## config.mk

```make
export PLATFORM = sky130hd
export DESIGN_NAME = tl_traffic_gen
export DESIGN_NICKNAME = d
export VERILOG_FILES = /design/src/rtl/tl_traffic_gen.sv
export SDC_FILE = /design/constraint.sdc
export NUM_CORES = 1
export LEC_CHECK = 0
export BUFFER_PORTS_ARGS = -buffer_cell sky130_fd_sc_hd__clkbuf_2
export CAP_MARGIN = 20
export CORE_MARGIN = 1
export CORE_UTILIZATION = 35
export CTS_CLUSTER_SIZE = 14
export DETAILED_ROUTE_END_ITERATION = 12
export SKIP_LAST_GASP = 1
export SLEW_MARGIN = 25
export SYNTH_ARGS = -nofsm -noshare
export SYNTH_HDL_FRONTEND = slang
export SYNTH_SLANG_ARGS = --single-unit
```

## constraint.sdc

```tcl
create_clock -name clk -period 6.7 [get_ports clk]
set_input_delay 0.335 -clock clk [delete_from_list [all_inputs] [get_ports clk]]
set_output_delay 0.335 -clock clk [all_outputs]
set_load 0.02 [all_outputs]
```

## src/rtl/tl_traffic_gen.sv

```systemverilog
// tl_traffic_gen -- traffic generator and checker for the transaction-layer
// FIFO/arbiter path.
//
// A run programs two threshold pairs into the FIFOs (init high for two
// cycles). It then pushes WORDS class-tagged words per class into the input
// FIFO. A per-class output FIFO is popped only when it reports almost-full,
// or once every word has been pushed. Each popped word is checked for class
// routing and per-class order. The result is reported through
// done/pass/timeout/err_cnt.
//
// Word format: [CLASS_LSB+CLASS_W-1:CLASS_LSB] = class, [CLASS_LSB-1:0] =
// per-class sequence number, all other bits zero.
//
// Ports:
//   clk, reset_L              clock (rising edge), async active-low reset
//   start                     one-cycle pulse; accepted only in IDLE or DONE
//   init, umbral_bajo/alto    FIFO configuration mode and thresholds
//   push, data_out, in_full   input-FIFO write side (registered)
//   pop, almost_full, empty   per-class output-FIFO read control
//   data_in, valid            per-class read data, valid one cycle after pop
//   done, pass, timeout       run status (sticky until the next start)
//   err_cnt                   saturating mismatch count
module tl_traffic_gen #(
  parameter int DATA_W    = 12,
  parameter int CLASS_W   = 2,
  parameter int CLASS_LSB = 8,
  parameter int WORDS     = 4,
  parameter int THR_W     = 3,
  parameter int THR_LO0   = 0,
  parameter int THR_HI0   = 7,
  parameter int THR_LO1   = 1,
  parameter int THR_HI1   = 6,
  parameter int TIMEOUT   = 64
) (
  input  logic                               clk,
  input  logic                               reset_L,
  input  logic                               start,
  output logic                               init,
  output logic [THR_W-1:0]                   umbral_bajo,
  output logic [THR_W-1:0]                   umbral_alto,
  output logic                               push,
  output logic [DATA_W-1:0]                  data_out,
  input  logic                               in_full,
  output logic [(1<<CLASS_W)-1:0]            pop,
  input  logic [(1<<CLASS_W)-1:0]            almost_full,
  input  logic [(1<<CLASS_W)-1:0]            empty,
  input  logic [(1<<CLASS_W)*DATA_W-1:0]     data_in,
  input  logic [(1<<CLASS_W)-1:0]            valid,
  output logic                               done,
  output logic                               pass,
  output logic                               timeout,
  output logic [7:0]                         err_cnt
);

  localparam int N      = 1 << CLASS_W;
  localparam int SEQ_W  = CLASS_LSB;
  localparam int RCV_W  = CLASS_LSB + 1;        // must hold WORDS itself
  localparam int IDLE_W = $clog2(TIMEOUT + 1);

  typedef enum logic [2:0] {
    S_IDLE, S_CFG0, S_CFG1, S_REL, S_RUN, S_DONE
  } state_t;

  state_t             state;
  logic [CLASS_W-1:0] push_cls;     // class of the next word to push
  logic [SEQ_W-1:0]   push_seq;     // sequence of the next word to push
  logic               all_pushed;
  logic [N-1:0]       pend;         // pop issued last cycle: valid expected now
  logic [RCV_W-1:0]   rcv     [N];  // words received per class
  logic [SEQ_W-1:0]   exp_seq [N];  // next expected sequence per class
  logic [IDLE_W-1:0]  idle_cnt;     // consecutive cycles without progress

  function automatic logic [DATA_W-1:0] make_word(input logic [CLASS_W-1:0] c,
                                                  input logic [SEQ_W-1:0]   s);
    logic [DATA_W-1:0] w;
    w                        = '0;
    w[CLASS_LSB +: CLASS_W]  = c;
    w[SEQ_W-1:0]             = s;
    return w;
  endfunction

  logic [N-1:0] pop_sel;
  logic [7:0]   err_next;
  logic         rcv_all;
  logic         activity;
  logic         run_finish;
  logic         run_timeout;
  logic         leave_run;
  logic         push_go;

  // NOTE: every variable gets a default at the top of the always_comb so no
  // path leaves it unassigned; a missing default would infer a latch.
  always_comb begin
    pop_sel = '0;
    // Walk from the top down so the lowest eligible class is the one kept.
    // A pop already in flight counts against the class budget so the FIFO
    // is never popped for more than WORDS words.
    for (int k = N - 1; k >= 0; k--) begin
      if (!empty[k] && (almost_full[k] || all_pushed) &&
          (({1'b0, rcv[k]} + {{RCV_W{1'b0}}, pend[k]}) < (RCV_W + 1)'(WORDS))) begin
        pop_sel    = '0;
        pop_sel[k] = 1'b1;
      end
    end

    // A valid outside RUN, or without a pop one cycle earlier, is an error
    // by itself; otherwise the word is compared against {class, exp_seq}.
    err_next = err_cnt;
    for (int k = 0; k < N; k++) begin
      if (valid[k] && ((state != S_RUN) || !pend[k] ||
          (data_in[k*DATA_W +: DATA_W] != make_word(CLASS_W'(k), exp_seq[k])))) begin
        if (err_next != 8'hFF) err_next = err_next + 8'd1;
      end
    end

    rcv_all = 1'b1;
    for (int k = 0; k < N; k++) begin
      if (rcv[k] != RCV_W'(WORDS)) rcv_all = 1'b0;
    end

    activity    = push || (pop != '0) || (valid != '0);
    run_finish  = (state == S_RUN) && rcv_all && (pend == '0) && (pop == '0);
    run_timeout = (state == S_RUN) && !activity && (idle_cnt == IDLE_W'(TIMEOUT - 1));
    leave_run   = run_finish || run_timeout;
    // Pushing starts on the edge leaving REL so the first word is visible in
    // the first RUN cycle.
    push_go     = ((state == S_REL) || ((state == S_RUN) && !leave_run)) &&
                  !in_full && !all_pushed;
  end

  // NOTE: state is written only with non-blocking assignments; when a later
  // assignment in this block targets the same register (e.g. the clears on
  // start), the later one wins.
  always_ff @(posedge clk or negedge reset_L) begin
    if (!reset_L) begin
      state       <= S_IDLE;
      init        <= 1'b0;
      umbral_bajo <= '0;
      umbral_alto <= '0;
      push        <= 1'b0;
      data_out    <= '0;
      pop         <= '0;
      done        <= 1'b0;
      pass        <= 1'b0;
      timeout     <= 1'b0;
      err_cnt     <= '0;
      push_cls    <= '0;
      push_seq    <= '0;
      all_pushed  <= 1'b0;
      pend        <= '0;
      idle_cnt    <= '0;
      // NOTE: these per-class arrays are control counters, not storage, so
      // they are reset along with the rest of the state.
      for (int k = 0; k < N; k++) begin
        rcv[k]     <= '0;
        exp_seq[k] <= '0;
      end
    end else begin
      pend    <= pop;
      push    <= push_go;
      pop     <= '0;
      err_cnt <= err_next;

      if (push_go) begin
        data_out <= make_word(push_cls, push_seq);
        if (push_seq == SEQ_W'(WORDS - 1)) begin
          push_seq <= '0;
          if (push_cls == CLASS_W'(N - 1)) all_pushed <= 1'b1;
          else                             push_cls   <= push_cls + CLASS_W'(1);
        end else begin
          push_seq <= push_seq + SEQ_W'(1);
        end
      end

      // Expected sequence advances on every accepted word, match or not.
      for (int k = 0; k < N; k++) begin
        if ((state == S_RUN) && valid[k] && pend[k]) begin
          exp_seq[k] <= exp_seq[k] + SEQ_W'(1);
          rcv[k]     <= rcv[k] + RCV_W'(1);
        end
      end

      case (state)
        S_IDLE, S_DONE: begin
          if (start) begin
            state       <= S_CFG0;
            init        <= 1'b1;
            umbral_bajo <= THR_W'(THR_LO0);
            umbral_alto <= THR_W'(THR_HI0);
            done        <= 1'b0;
            pass        <= 1'b0;
            timeout     <= 1'b0;
            err_cnt     <= '0;
            push_cls    <= '0;
            push_seq    <= '0;
            all_pushed  <= 1'b0;
            idle_cnt    <= '0;
            for (int k = 0; k < N; k++) begin
              rcv[k]     <= '0;
              exp_seq[k] <= '0;
            end
          end
        end
        S_CFG0: begin
          state       <= S_CFG1;
          umbral_bajo <= THR_W'(THR_LO1);
          umbral_alto <= THR_W'(THR_HI1);
        end
        S_CFG1: begin
          state <= S_REL;
          init  <= 1'b0;
        end
        S_REL: begin
          state    <= S_RUN;
          idle_cnt <= '0;
        end
        S_RUN: begin
          // No pop right after a pop: the FIFO's empty flag does not yet
          // reflect the previous read.
          if (!leave_run && (pop == '0)) pop <= pop_sel;
          idle_cnt <= activity ? '0 : idle_cnt + IDLE_W'(1);
          if (run_finish) begin
            state <= S_DONE;
            done  <= 1'b1;
            pass  <= (err_next == 8'd0);
          end else if (run_timeout) begin
            state   <= S_DONE;
            done    <= 1'b1;
            timeout <= 1'b1;
            pass    <= 1'b0;
          end
        end
        default: state <= S_IDLE;
      endcase
    end
  end

endmodule

```

==> flow_summary_export.csv <==
group,metric,value,unit
outcome,status,"finished, final reports clean",
drt,drtIter0Drc,277,
clock_tree,cts_buffers,17,
power_and_ir_drop,irDropWorstVdd,0.164,mV
sta,post-route-min-period,5.85,ns
yosys,syn_inst,817,
yosys,seq_area_frac_synth,0.404,
critical_path,cp_common_cell,"ha_1",
critical_path,critPathLaunchType,"flop",
sta,rsz0062_at_grt,"false",
final_layout,syn_to_final_growth,16.9,%
clock_tree,cts_max_path_buffers,2,
sta,final_max_slew_viol_count,0,
min_path,hold_class,"primary input to flop",
clock_tree,cts_tree,"yes",
clock_tree,clock_sinks,123,
sta,finalHoldViolCount,0,
drt,viasPerCell,5.16,
yosys,synth.most_common_cell,"dfrtp_1",
critical_path,cp_slowest_cell,"dfrtp_1",
yosys,synth_edf_count,0,
drt,drt_drc_violations_left,0,
place,place_ws,0.963,ns
min_path,hold_path_depth,3,
clock_tree,clk_pin_slew,0.06,ns
floorplanning,die_area,22400,um^2
critical_path,slowest_delay,0.52,ns
floorplanning,initial_core_util,0.360,
yosys,ys_ff_latch,123,
yosys,ys_types,89,
floorplanning,rows,53,
global_route,gr-usage-all-layers,0.175,
sta,relSlewSlack,0.368,
drt,drt_pass1_iterations,4,
power_and_ir_drop,total_power,2.58,mW
final_layout,fill_cells,2084,
floorplanning,num_io_pins,99,
yosys,async_flop_share,1.00,
place,hpwl,13.3,mm
sta,fin_tns_setup,0,ns
global_route,grt_pass1_wl,30.7,mm
place,io_buffers,94,
sta,worstMarginPinSlew,0.940,ns
flow_run,cap_viol_max_count,0,
floorplanning,die_w,150,um
critical_path,endpoint_kind,"flop",
yosys,yosys.area.top_type_share,0.404,
final_layout,n_antenna_cell,0,
power_and_ir_drop,p_leak,4.04,nW
critical_path,required,7.06,ns
global_route,antenna_found_initial,0,
critical_path,critPathArrivalTime,6.20,ns
critical_path,critical_path.top_delay_family,"compound AO/OA/AOI/OAI gates",
floorplanning,core,21200,um^2
clock_tree,cts-root-buf,"clkbuf_16",
clock_tree,insertion_delay,0.42,ns
drt,vias,6167,
yosys,synth.area.top_cells,"dfrtp_1 40%, xor2_1 6.6%, nor2_1 5.9%",
sta,finalClockSkew,0.00753,ns
critical_path,setup.worst_path.class,"flop to flop",
yosys,yosys.area.top_type,"dfrtp_1",
sta,setup_viol,0,
power_and_ir_drop,power_density,290,nW/um^2
global_route,grt_max_degree,62,
drt,drt_wl_total,18.3,mm
global_route,gr-total-overflow,0,
critical_path,critical_path_depth,21,
critical_path,reg2reg_depth,21,
yosys,synthTopCellsByCount,"123 x dfrtp_1, 120 x nor2_1, 57 x nand2_1, 57 x xor2_1, 42 x xnor2_1",
critical_path,cp_max_fo,11,
drt,drtAntennaViolNets,0,
critical_path,critical_path_buf_inv_count,1,
yosys,avgSynthCellArea,9.32,um^2
yosys,syn-cell-area,7620,um^2
final_layout,final_layout_size_suffix_gt1_frac,0.202,
sta,fin_ws,0.855,ns
clock_tree,htreeDepth,4,
global_route,grt_pass1_vias,6173,
yosys,synth_ff_type,"dfrtp_1",
floorplanning,die_h,150,um
sta,max_freq,0.171,GHz
critical_path,crit_chain,"nor3b_4, nand4_2, o31ai_4, nor2_1, mux2_2, ha_1, a21bo_2, o31a_1, xnor2_1, ha_1, inv_1, a311oi_4, a31oi_4, xor2_1, ha_1, nand2_1, a21oi_1, and2_2, o311ai_0, a22oi_1, a21o_1",
drt,wl_per_cell,15.3,um
yosys,yosys_warnings,0,
sta,fin_crit_sh,0.872,
final_layout,finalNetCount,990,
place,globalplace.congestion,0.867,
-- flip-flops by register name, indices dropped and copies added (netlist names) --
| register | cells |
|---|---|
| push | 1 |
| pass | 1 |
| idle_cnt | 7 |
| pop | 4 |
| exp_seq | 32 |
| push_cls | 2 |
| timeout | 1 |
| push_seq | 8 |
| init | 1 |
| state | 3 |
| err_cnt | 8 |
| rcv | 36 |
| all_pushed | 1 |
| umbral_bajo | 1 |
| data_out | 10 |
| done | 1 |
| pend | 4 |
| umbral_alto | 2 |
-- worst min-delay path, delay by kind of cell --
| family | cells | cell delay (ns) |
|---|---|---|
| AOI/OAI and AO/OA | 1 | 0.07 |
| buffers and inverters | 1 | 0.13 |
| and+or+nand+nor | 1 | 0.10 |
-- logic make-up (layout without fill, tap and decap cells) --
group,Yosys count,after routing,share of synthesized area
multiplexers,26,26,0.0365
AO/OA/AOI/OAI,125,125,0.118
XOR/XNOR,101,101,0.120
buffers and inverters,58,159,0.0353
other,1,4,0.000492
adder cells (fa/ha/maj),19,19,0.0309
AND/OR/NAND/NOR,364,364,0.256
flip-flops,123,123,0.404
-- per-stage QoR --
| stage | instance area (um^2) | cells | utilization | hold slack, ns |
|---|---|---|---|---|
| after floorplan | 7630 | 820 | - | 0.0394 |
| after global placement | 8320 | 1162 | 0.393 | 0.374 |
| after detailed placement | 8340 | 1163 | 0.394 | 0.377 |
| after CTS | 8900 | 1196 | 0.421 | 0.256 |
| after global routing | 8900 | 1196 | 0.421 | 0.286 |
| final | 8900 | 1196 | 0.421 | 0.266 |
-- per-layer routing --
layer  up-vias  track usage  share of wire
met4         0       0.0515          0.013
li1       3080            -              -
met5         -            0              0
met2       122        0.281           0.46
met3        19       0.0320          0.036
met1      2946        0.237           0.49
-- cell usage in the layout (no fill, tap or decap), drive strengths merged, types with 5 or more instances in the layout --
cell	Yosys	layout
a21oi	33	33
a31oi	5	5
and2	5	5
and3	27	27
and4	12	12
buf	18	7
clkbuf	14	114
clkinv	0	6
dfrtp	123	123
ha	18	18
inv	26	26
mux2	14	14
mux2i	12	12
nand2	57	57
nand2b	10	10
nand3	34	34
nand4	27	27
nor2	120	120
nor2b	6	6
nor3	10	10
nor4	12	12
o21ai	39	39
o31ai	6	6
or2	5	5
or3	16	16
or4	6	6
xnor2	44	44
xor2	57	57
-- where the power goes --
group	switching, mW	internal, mW	leakage (nW)
Combinational	0.530	0.311	2.09
Clock	0.339	0.517	0.259
Sequential	0.0877	0.796	1.69
Total	0.957	1.62	4.04
-- path summary, 6_finish.rpt --
| check | from | end | slack (ns) |
|---|---|---|---|
| hold / removal | start | state[0]$_DFFE_PN0P_ | 0.27 |
| max in group asynchronous | reset_L | exp_seq[30]$_DFF_PN0_ | 5.06 |
| setup / recovery | state[2]$_DFFE_PN0P_ | pass$_DFFE_PN0P_ | 0.85 |
| min in group asynchronous | reset_L | rcv[12]$_DFF_PN0_ | 0.46 |
| setup reg to reg | state[2]$_DFFE_PN0P_ | pass$_DFFE_PN0P_ | 0.85 |
| hold reg to reg | pop[1]$_DFF_PN0_ | pend[1]$_DFF_PN0_ | 0.46 |
-- final cells by class --
class	instances	area, um^2	area share
multi-input cells	639	4290	0.482
flip-flops and latches	123	3080	0.346
repair buffers	101	541	0.0607
clock buffers	21	450	0.0506
well taps	275	344	0.0387
clock inverters	11	97.6	0.0110
inverters	26	97.6	0.0110
-- timing repair --
item	CTS	global route
resized for setup	0	0
hold buffers	1	0
endpoints found under the hold margin	42	0
setup buffers	0	0
Power figures use the tool's default switching activity.
